## src/rtl/mem_arbiter.sv

```systemverilog
// mem_arbiter: shares one line-wide backing-memory port between the I-cache
// (read-only line fills) and the D-cache (line fills and write-backs).
// One transaction in flight, round-robin grant on ties, registered response
// routing back to the owner, and a watchdog that aborts a stalled transfer.
module mem_arbiter #(
    parameter int ADDR_WIDTH = 32,
    parameter int LINE_BITS  = 128,
    parameter int TIMEOUT    = 255
) (
    input  logic                  clk,
    input  logic                  reset,
    input  logic                  i_req_valid,
    input  logic [ADDR_WIDTH-1:0] i_req_addr,
    output logic                  i_req_ready,
    output logic                  i_resp_valid,
    output logic [LINE_BITS-1:0]  i_resp_data,
    input  logic                  d_req_valid,
    input  logic                  d_req_rw,
    input  logic [ADDR_WIDTH-1:0] d_req_addr,
    input  logic [LINE_BITS-1:0]  d_req_data,
    output logic                  d_req_ready,
    output logic                  d_resp_valid,
    output logic [LINE_BITS-1:0]  d_resp_data,
    output logic                  mem_req_valid,
    output logic                  mem_req_rw,
    output logic [ADDR_WIDTH-1:0] mem_req_addr,
    output logic [LINE_BITS-1:0]  mem_req_data,
    input  logic                  mem_req_ready,
    input  logic                  mem_resp_valid,
    input  logic [LINE_BITS-1:0]  mem_resp_data,
    output logic                  busy,
    output logic                  err_timeout
);

    localparam logic [1:0] S_IDLE  = 2'd0;
    localparam logic [1:0] S_ISSUE = 2'd1;
    localparam logic [1:0] S_WAIT  = 2'd2;

    // Watchdog counter is at least 8 bits wide, wider if TIMEOUT needs it.
    localparam int CNT_W = ($clog2(TIMEOUT + 1) > 8) ? $clog2(TIMEOUT + 1) : 8;
    // Abort fires on the cycle the counter would step onto TIMEOUT.
    localparam logic [CNT_W-1:0] CNT_LAST = CNT_W'(TIMEOUT - 1);

    logic [1:0]            state_q,   state_d;
    logic                  last_d_q,  last_d_d;   // 1: D side won the last grant
    logic                  owner_d_q, owner_d_d;  // 1: in-flight transfer belongs to D
    logic                  rw_q,      rw_d;
    logic [ADDR_WIDTH-1:0] addr_q,    addr_d;
    logic [LINE_BITS-1:0]  data_q,    data_d;
    logic [CNT_W-1:0]      cnt_q,     cnt_d;
    logic                  err_q,     err_d;
    logic                  i_rv_q,    i_rv_d;
    logic                  d_rv_q,    d_rv_d;
    logic [LINE_BITS-1:0]  i_rd_q,    i_rd_d;
    logic [LINE_BITS-1:0]  d_rd_q,    d_rd_d;
    logic                  grant_i,   grant_d;

    // Grant decision: only in IDLE; a tie goes to the side that did not win last.
    always_comb begin
        grant_i = 1'b0;
        grant_d = 1'b0;
        if (state_q == S_IDLE) begin
            if (i_req_valid && d_req_valid) begin
                grant_d = ~last_d_q;
                grant_i = last_d_q;
            end else begin
                grant_i = i_req_valid;
                grant_d = d_req_valid;
            end
        end
    end

    // Next-state logic: accept/latch, issue to memory, wait for response or watchdog.
    always_comb begin
        logic                 finish;
        logic [LINE_BITS-1:0] resp_line;

        state_d   = state_q;
        last_d_d  = last_d_q;
        owner_d_d = owner_d_q;
        rw_d      = rw_q;
        addr_d    = addr_q;
        data_d    = data_q;
        cnt_d     = cnt_q;
        err_d     = err_q;
        i_rv_d    = 1'b0;
        d_rv_d    = 1'b0;
        i_rd_d    = i_rd_q;
        d_rd_d    = d_rd_q;
        finish    = 1'b0;
        resp_line = '0;

        case (state_q)
            S_IDLE: begin
                if (grant_i || grant_d) begin
                    owner_d_d = grant_d;
                    last_d_d  = grant_d;
                    rw_d      = grant_d & d_req_rw;
                    addr_d    = grant_d ? d_req_addr : i_req_addr;
                    data_d    = grant_d ? d_req_data : '0;
                    cnt_d     = '0;
                    state_d   = S_ISSUE;
                end
            end
            S_ISSUE, S_WAIT: begin
                // A real response in WAIT takes precedence over a same-cycle watchdog expiry.
                if (state_q == S_WAIT && mem_resp_valid) begin
                    finish    = 1'b1;
                    resp_line = rw_q ? '0 : mem_resp_data;
                end else if (cnt_q == CNT_LAST) begin
                    finish    = 1'b1;
                    err_d     = 1'b1;
                end else begin
                    cnt_d = cnt_q + CNT_W'(1);
                    if (state_q == S_ISSUE && mem_req_ready) begin
                        state_d = S_WAIT;
                    end
                end
            end
            default: state_d = S_IDLE;
        endcase

        if (finish) begin
            state_d = S_IDLE;
            if (owner_d_q) begin
                d_rv_d = 1'b1;
                d_rd_d = resp_line;
            end else begin
                i_rv_d = 1'b1;
                i_rd_d = resp_line;
            end
        end
    end

    // State registers with synchronous active-high reset.
    always_ff @(posedge clk) begin
        if (reset) begin
            state_q   <= S_IDLE;
            last_d_q  <= 1'b0;
            owner_d_q <= 1'b0;
            rw_q      <= 1'b0;
            addr_q    <= '0;
            data_q    <= '0;
            cnt_q     <= '0;
            err_q     <= 1'b0;
            i_rv_q    <= 1'b0;
            d_rv_q    <= 1'b0;
            i_rd_q    <= '0;
            d_rd_q    <= '0;
        end else begin
            state_q   <= state_d;
            last_d_q  <= last_d_d;
            owner_d_q <= owner_d_d;
            rw_q      <= rw_d;
            addr_q    <= addr_d;
            data_q    <= data_d;
            cnt_q     <= cnt_d;
            err_q     <= err_d;
            i_rv_q    <= i_rv_d;
            d_rv_q    <= d_rv_d;
            i_rd_q    <= i_rd_d;
            d_rd_q    <= d_rd_d;
        end
    end

    assign i_req_ready   = grant_i;
    assign d_req_ready   = grant_d;
    assign i_resp_valid  = i_rv_q;
    assign i_resp_data   = i_rd_q;
    assign d_resp_valid  = d_rv_q;
    assign d_resp_data   = d_rd_q;
    assign mem_req_valid = (state_q == S_ISSUE);
    assign mem_req_rw    = rw_q;
    assign mem_req_addr  = addr_q;
    assign mem_req_data  = data_q;
    assign busy          = (state_q != S_IDLE);
    assign err_timeout   = err_q;

endmodule
```

## config.mk

```make
export PLATFORM = sky130hd
export DESIGN_NAME = mem_arbiter
export DESIGN_NICKNAME = d
export VERILOG_FILES = /design/src/rtl/mem_arbiter.sv
export SDC_FILE = /design/constraint.sdc
export NUM_CORES = 1
export LEC_CHECK = 0
export CAP_MARGIN = 25
export CORE_AREA = 2 2 292 294
export DETAILED_ROUTE_END_ITERATION = 8
export DIE_AREA = 0 0 294 296
export PLACE_DENSITY = 0.43
export SYNTH_ARGS = -nofsm -noshare
export SYNTH_HDL_FRONTEND = slang
export SYNTH_SLANG_ARGS = --single-unit
export TNS_END_PERCENT = 100
```

## constraint.sdc

```tcl
create_clock -name clk -period 2.9 [get_ports clk]
set_clock_uncertainty 0.2 [all_clocks]
set_input_delay 0.87 -clock clk [delete_from_list [all_inputs] [get_ports clk]]
set_output_delay 0.87 -clock clk [all_outputs]
set_load 0.01 [all_outputs]
```

== Word level (Yosys, flattened, before mapping) ==
Index checks and enable logic that the tools add are counted.

* Bits in registers: 431
* Input bits: 327
* Output and inout port bits: 424
* Logic and storage cells: 62

* $add $sub $neg: 1
* Equality and inequality tests: 7
* Mux-type cells: 23
* Bitwise gates (word level): 4
* Reductions and logical operators: 16

{| class="wikitable"
|+ Operators with widths
! cell !! number
|-
| 2-to-1 mux 128 bit || 4
|-
| 2-to-1 mux 32 bit || 1
|-
| 2-to-1 mux 8 bit || 3
|-
| one-hot mux 8 bit (2 select lines) || 1
|-
| 2-to-1 mux 1 bit || 9
|-
| adder 8 x 1 -> 8 bit, second input constant || 1
|-
| equality test 8 bit, second input constant || 1
|-
| 2-to-1 mux 2 bit || 4
|-
| AND reduction 4 bit || 2
|-
| inequality test 2 bit, second input constant || 3
|-
| AND reduction 2 bit || 3
|-
| OR reduction 2 bit || 3
|-
| one-hot mux 2 bit (2 select lines) || 1
|-
| nonzero test 2 bit || 2
|-
| logical AND 1 bit || 3
|-
| NOT 1 bit || 3
|-
| AND reduction 3 bit || 1
|-
| equality test 2 x 1 -> 1 bit, second input constant || 1
|-
| equality test 2 bit, second input constant || 1
|-
| logical NOT 2 bit || 1
|-
| inequality test 2 x 1 -> 1 bit, second input constant || 1
|-
| AND 1 bit || 1
|-
| logical OR 1 bit || 1
|}

== Logic depth before layout (Yosys ltp) ==
Gate-level depths: netlist of run 1.

* Depth after elaboration: 6
* Depth in mapped cells: 11
* Gate-level depth less buffers: 7

== Least setup slack after synthesis of run 1 ==
Ideal clock, no wire load.

* Path kind: input port to output port
* Start point: in d_req_valid
* End point: out d_req_ready
* Arrival: 1.659 ns
* Required time: 1.830 ns
* Setup slack: 0.171 ns
* Stages: 5
* Path buffers: 2
* Cells stage by stage: and2_1 > buf_2 > nand2_2 > inv_2 > clkbuf_1

* Longest elaborated chain between the ends: 3

{| class="wikitable"
|+ Ends and longest elaborated chain
! what !! RTL line !! RTL
|-
| start, declared || 17 || <nowiki>input logic d_req_valid,</nowiki>
|-
| logical AND 1 bit || 63 || <nowiki>if (i_req_valid && d_req_valid) begin</nowiki>
|-
| 2-to-1 mux 1 bit * || 63 ||
|-
| 2-to-1 mux 1 bit * || 62 || <nowiki>if (state_q == S_IDLE) begin</nowiki>
|-
| end, declared || 21 || <nowiki>output logic d_req_ready,</nowiki>
|}

Mark *: on every way between the ends. The rest lies on a longest branch, timed or not.

== Final worst setup path of run 1 ==
* Start point: reg state_q[0]
* End point: out busy

* Longest elaborated chain between the ends: 1

{| class="wikitable"
|+ Ends and longest elaborated chain
! what !! RTL line !! RTL
|-
| start, declared || 44 || <nowiki>logic [1:0] state_q, state_d;</nowiki>
|-
| start signal, assigned || 151 || <nowiki>state_q <= state_d;</nowiki>
|-
| nonzero test 2 bit || 176 || <nowiki>assign busy = (state_q != S_IDLE);</nowiki>
|-
| end, declared || 31 || <nowiki>output logic busy,</nowiki>
|}

Every way passes these cells.

==> impl_results.md, run 1 <==
- TNS Setup: 0 ns
- Starting density of the core: 20.9%
- Largest net degree at the start of global routing: 258
- Worst-Margin Slew: 1.10 ns
- RSZ-0062 raised after global routing: yes
- Crit path required time: 1.83 ns
- Num CTS Buffers: 54
- Final period util: 97.6%
- Syn-to-layout area delta: 59.9%
- Post-synth EDFFs: 0
- Clock Tree Buf Depth: 3
- IO Count: 751
- R2R depth: 7
- Core area: 0.0842 mm^2
- Cts hold-fix bufs: 0
- Rel. slew slack: 26.6%
- Simple logic cell fraction of the synthesized area: 18.4%
- Min-delay worst type: flop to flop
- Layout cells sized above 1: 6.62%
- Final hold viol count: 0
- #FFs+latches synth: 431
- Fillers: 8669
- Pwr dens: 752 mW/mm^2
- Largest family of logic cells by synthesized area: compound AO/OA/AOI/OAI gates
- Post-synthesis mux area share: 0.0568%
- TritonRoute pass-1 iters: 5
- Leakage power: 9.10 nW
- Reg clk slew, reported paths: 0.06 ns
- Die area: 0.0870 mm^2
- Syn nets: 2400
- Post-route core utilization: 33.5%
- Die X: 294 um
- Worst skew pair latency: 0.59 ns
- Chip height: 296 um
- NetSw: 7.47 mW
- Via count: 18600
- Syn Std Cell Area: 0.0176 mm^2
- Root Buffer: clkbuf_16
- Multi-input gate area: 0.00792 mm^2
- Sequential Power Share: 33.1%
- TritonCTS Sinks: 431
- Crit Path Class: flop to primary output
- Post-route ant nets: 0
- Sequential share of the synthesized area: 48.9%
- Placer congestion estimate: 0.791
- Max cap viols: 0
- Fin cells: 3832
- Via density: 4.85
- Synth Area in Adders: 0.426%
- Final setup violation count: 0
- Crit path DAT: 1.76 ns
- Final HPWL DP: 55500 um
- Storage element area: 0.00864 mm^2
- CP Capture Type: primary output
- Max Fclk: 0.353 GHz
- Status: complete, no violations
- Post-DR wirelength/cell: 21.1 um
- GRT Overall Usage: 17.4%
- Fraction of registers with async set/reset: 0%
- Clock share of power: 31.8%
- Most common cell after layout, fill and taps aside: clkdlybuf4s50_1
- Placed Cells: 3730
- Unique cell type count in the Yosys netlist: 47
- Total grt overflow: 0
- DRT iter0 DRCs: 1032
- Pint: 13.7 mW
- Comb pwr share: 35.1%
- Most frequent cells in the layout: clkdlybuf4s50_1 (743), dfxtp_1 (429), a21oi_1 (424)
- Post-route DRC violation count: 0
- CTS tree: yes
- VDD IR-drop max: 0.390 mV
- Startpoint Class: flop
- Worst hold slack: 0.272 ns
- Compound-Gate Fraction of Synth Area: 25.8%
- Post-synthesis instance total: 2067
- Std cell rows: 107
- Switching share of power: 35.2%
- First-pass GRT wire length: 118000 um
- Initial antenna violation count: 11
- Tot Pwr: 21.2 mW
- IO Port Bufs: 750
- Critical path peak fanout: 6
- Vias in the first global route: 18300
- Synthesis Warnings: 0
- Max Slew Vio Count: 0
- Mean Syn Cell Area: 8.53 um^2
- Xor/xnor share of the synthesized area: 0%
- H-tree depth: 2
- Layout Nets: 3030
- Top_reg_cell synth: dfxtp_1
- Hold Path Stages: 2
- WL final: 81000 um
- Tmin final: 2.83 ns
Yosys cell counts (all sizes together), types with 4 or more instances:
master / instances / share of area [%]
inv: 12 / 0.26
nand4b: 256 / 13
o31ai: 8 / 0.34
nor3: 5 / 0.14
nor2: 6 / 0.13
ha: 6 / 0.43
a311oi: 32 / 1.6
buf: 69 / 2.1
nand3: 5 / 0.14
a21oi: 424 / 12
dfxtp: 431 / 49
o21ai: 387 / 11
nand4: 8 / 0.28
o311ai: 4 / 0.20
clkbuf: 184 / 3.9
nand2: 201 / 4.3
stage by stage:
step	instance area, um^2	setup slack (ns)
final	28200	0.0708
after global routing	28200	-0.0642
after CTS	28200	0.00348
after detailed placement	26400	-0.285
after global placement	26400	-0.324
after floorplan	17600	0.171
path summary, 6_finish.rpt:
path | slack [ns] | to | from
setup / recovery | 0.07 | busy | state_q[0]
hold / removal | 0.27 | d_resp_data[80] | d_resp_data[80]
setup reg to reg | 0.47 | i_resp_data[47] | state_q[1]
hold reg to reg | 0.27 | d_resp_data[80] | d_resp_data[80]
area by class of cell:
| cell class | count | area share, % |
|---|---|---|
| Sequential cell | 431 | 30.6 |
| Clock inverter | 18 | 0.666 |
| Clock buffer | 75 | 5.54 |
| Antenna cell | 8 | 0.0710 |
| Inverter | 12 | 0.191 |
| Timing Repair Buffer | 827 | 30.0 |
| Tap cell | 1090 | 4.84 |
| Multi-Input combinational cell | 1371 | 28.1 |
routing by layer:
| metal | global-route usage (%) | wire [um] |
|---|---|---|
| met1 | 20.6 | 32300 |
| met2 | 29.9 | 40000 |
| met3 | 5.06 | 6150 |
| met4 | 6.47 | 2540 |
| met5 | 0 | 37 |
repair_timing:
action                     CTS  global route
setup buffers                1             0
pin swaps                    1             0
resized for setup            9             0
setup endpoints to repair    4             3
registers in the layout (all words and copies together) (netlist names), 2 cells and up:
signal,cells
i_resp_data,128
mem_req_data,128
mem_req_addr,32
d_resp_data,128
state_q,2
cnt_q,8
power by group through the flow:
stage	Clock [mW]	Sequential (mW)	Combinational, mW
global placement	0	7.11	7.47
floorplan	0	7.39	3.46
CTS	6.99	7.03	7.56
finish	6.75	7.02	7.44
global route	7.23	7.12	8.07
detailed placement	0	7.14	7.52
logic make-up after synthesis:
logic type,after synthesis
AOI/OAI and AO/OA,866
adders and majority gates,6
buffers and inverters,265
DFF,431
muxes,1
and+or+nand+nor,498
worst max-delay path, cell delays in order, from the launching register on:
cell           delay [ns]
dfxtp_1              0.36
inv_1                0.09
ha_2                 0.25
inv_1                0.15
dlygate4sd2_1        0.33
Note: power is estimated with default switching activity, not from simulation.
==> inputs of run 2 (changes only) <==
--- a/config.mk
+++ b/config.mk
@@ -9,7 +9,7 @@
 export CORE_AREA = 2 2 292 294
 export DETAILED_ROUTE_END_ITERATION = 8
 export DIE_AREA = 0 0 294 296
-export PLACE_DENSITY = 0.43
+export PLACE_DENSITY = 0.5
 export SYNTH_ARGS = -nofsm -noshare
 export SYNTH_HDL_FRONTEND = slang
 export SYNTH_SLANG_ARGS = --single-unit
==> impl_results.md, run 2 (synthesis gave the netlist of run 1 again) <==
- Total grt overflow: 0
- Most frequent cells in the layout: clkdlybuf4s50_1 (743), dfxtp_1 (427), a21oi_1 (424)
- Chip height: 296 um
- Tmin final: 2.80 ns
- GRT Overall Usage: 16.8%
- Die X: 294 um
- Placer congestion estimate: 0.844
- Critical path peak fanout: 3
- Largest net degree at the start of global routing: 257
- Starting density of the core: 20.9%
- Max Slew Vio Count: 0
- Worst path slowest cell: dlygate4sd2_1
- Post-route DRC violation count: 0
- CP Buf/Inv Count: 4
- Clock Tree Buf Depth: 3
- Cts hold-fix bufs: 0
- Worst-Margin Slew: 1.14 ns
- VDD IR-drop max: 0.450 mV
- Fin cells: 3809
- Fillers: 8659
- Leakage power: 8.97 nW
- Reg clk slew, reported paths: 0.06 ns
- Final HPWL DP: 54500 um
- NetSw: 7.36 mW
- Top Family by Delay on Critical Path: buffers and inverters
- Min-delay worst type: flop to flop
- Max cap viols: 0
- Crit path required time: 1.83 ns
- Comb pwr share: 34.9%
- WL final: 78700 um
- H-tree depth: 2
- Final hold viol count: 0
- Status: complete, no violations
- Rel. slew slack: 23.7%
- Syn-to-layout area delta: 58.6%
- Crit-path cells: dlygate4sd2_1, buf_4, and2_4, nand2_4, inv_4, buf_4
- Clock share of power: 31.3%
- Core area: 0.0842 mm^2
- Max stage delay on crit path: 0.28 ns
- RSZ-0062 raised after global routing: no
- IO Port Bufs: 750
- Final setup violation count: 0
- Root Buffer: clkbuf_16
- TritonCTS Sinks: 431
- CTS tree: yes
- Pint: 13.4 mW
- DRT iter0 DRCs: 1124
- CP Capture Type: primary output
- Vias in the first global route: 18400
- Std cell rows: 107
- Switching share of power: 35.5%
- Layout Nets: 3014
- IO Count: 751
- Post-DR wirelength/cell: 20.7 um
- Num CTS Buffers: 52
- TritonRoute pass-1 iters: 7
- Crit Path Class: primary input to primary output
- Post-route ant nets: 0
- Crit path DAT: 1.73 ns
- Most common cell after layout, fill and taps aside: clkdlybuf4s50_1
- Pwr dens: 742 mW/mm^2
- Layout cells sized above 1: 6.00%
- Via count: 18700
- Worst skew pair latency: 0.61 ns
- Sequential Power Share: 33.9%
- Die area: 0.0870 mm^2
- First-pass GRT wire length: 115000 um
- Post-route core utilization: 33.2%
- Startpoint Class: primary input
- Final period util: 96.5%
- Placed Cells: 3716
- Initial antenna violation count: 6
- Max Fclk: 0.357 GHz
- Via density: 4.90
- Crit-path most repeated cell: buf_4
[run 2: cell count changes in the layout (fill, tap and decap cells not counted), sizes merged]
cell,previous run,this run
clkbuf,75,74
clkinv,13,10
buf,79,65
diode,8,4
clkinvlp,3,2
[run 2: final cells by class]
type | count | area (um^2) | area share [%]
inverter | 12 | 53.8 | 0.192
tap | 1090 | 1360 | 4.88
clock buffer | 74 | 1490 | 5.31
sequential | 431 | 8640 | 30.9
clock inverter | 14 | 190 | 0.680
timing repair buffer | 813 | 8290 | 29.6
multi-input combinational | 1371 | 7930 | 28.4
antenna | 4 | 10.0 | 0.0358
[run 2: path summary, 6_finish.rpt]
check | end | start | slack [ns] | cells past startpoint
setup / recovery | d_req_ready | d_req_valid | 0.10 | 6
hold / removal | d_resp_data[54] | d_resp_data[54] | 0.27 | 2
setup reg to reg | mem_req_data[31] | state_q[0] | 0.25 | 7
hold reg to reg | d_resp_data[54] | d_resp_data[54] | 0.27 | 2
[run 2: repair_timing]
action / in CTS / in global routing
setup buffers: 1 / 0
pin swaps: 1 / 1
setup endpoints to repair: 4 / 3
resized for setup: 11 / 6
[run 2: power groups by stage]
stage	Clock, mW	Combinational, mW	Sequential [mW]
4_1_cts	6.71	7.25	7.03
3_5_place_dp	0	7.22	7.14
2_1_floorplan	0	3.46	7.39
5_1_grt	6.93	7.77	7.12
6_report	6.49	7.24	7.03
3_3_place_gp	0	7.12	7.12
[run 2: stage by stage]
| stage | TNS, ns | hold slack (ns) | total power, mW | instance area [um^2] | setup WS [ns] |
|---|---|---|---|---|---|
| after floorplan | 0 | 0.262 | 10.9 | 17600 | 0.171 |
| after global placement | -40.26 | 0.259 | 14.2 | 26200 | -0.645 |
| after detailed placement | -30.26 | 0.266 | 14.4 | 26200 | -0.379 |
| after CTS | -0.0204 | 0.274 | 21.0 | 27900 | -0.0204 |
| after global routing | 0 | 0.289 | 21.8 | 28000 | 0.0614 |
| final | 0 | 0.274 | 20.8 | 28000 | 0.102 |
[run 2: worst min-delay path, stage by stage (launching register included)]
cell and delay, ns:
dfxtp_1 0.30, o21ai_0 0.06, a21oi_1 0.06
[run 2: routing by layer]
metal | up-vias | GRT usage [%] | routed length [um]
met4 | 4 | 6.42 | 2620
met1 | 9077 | 20.1 | 31600
li1 | 8773 | - | -
met3 | 132 | 4.40 | 5570
met5 | - | 0 | 24
met2 | 669 | 28.9 | 38900
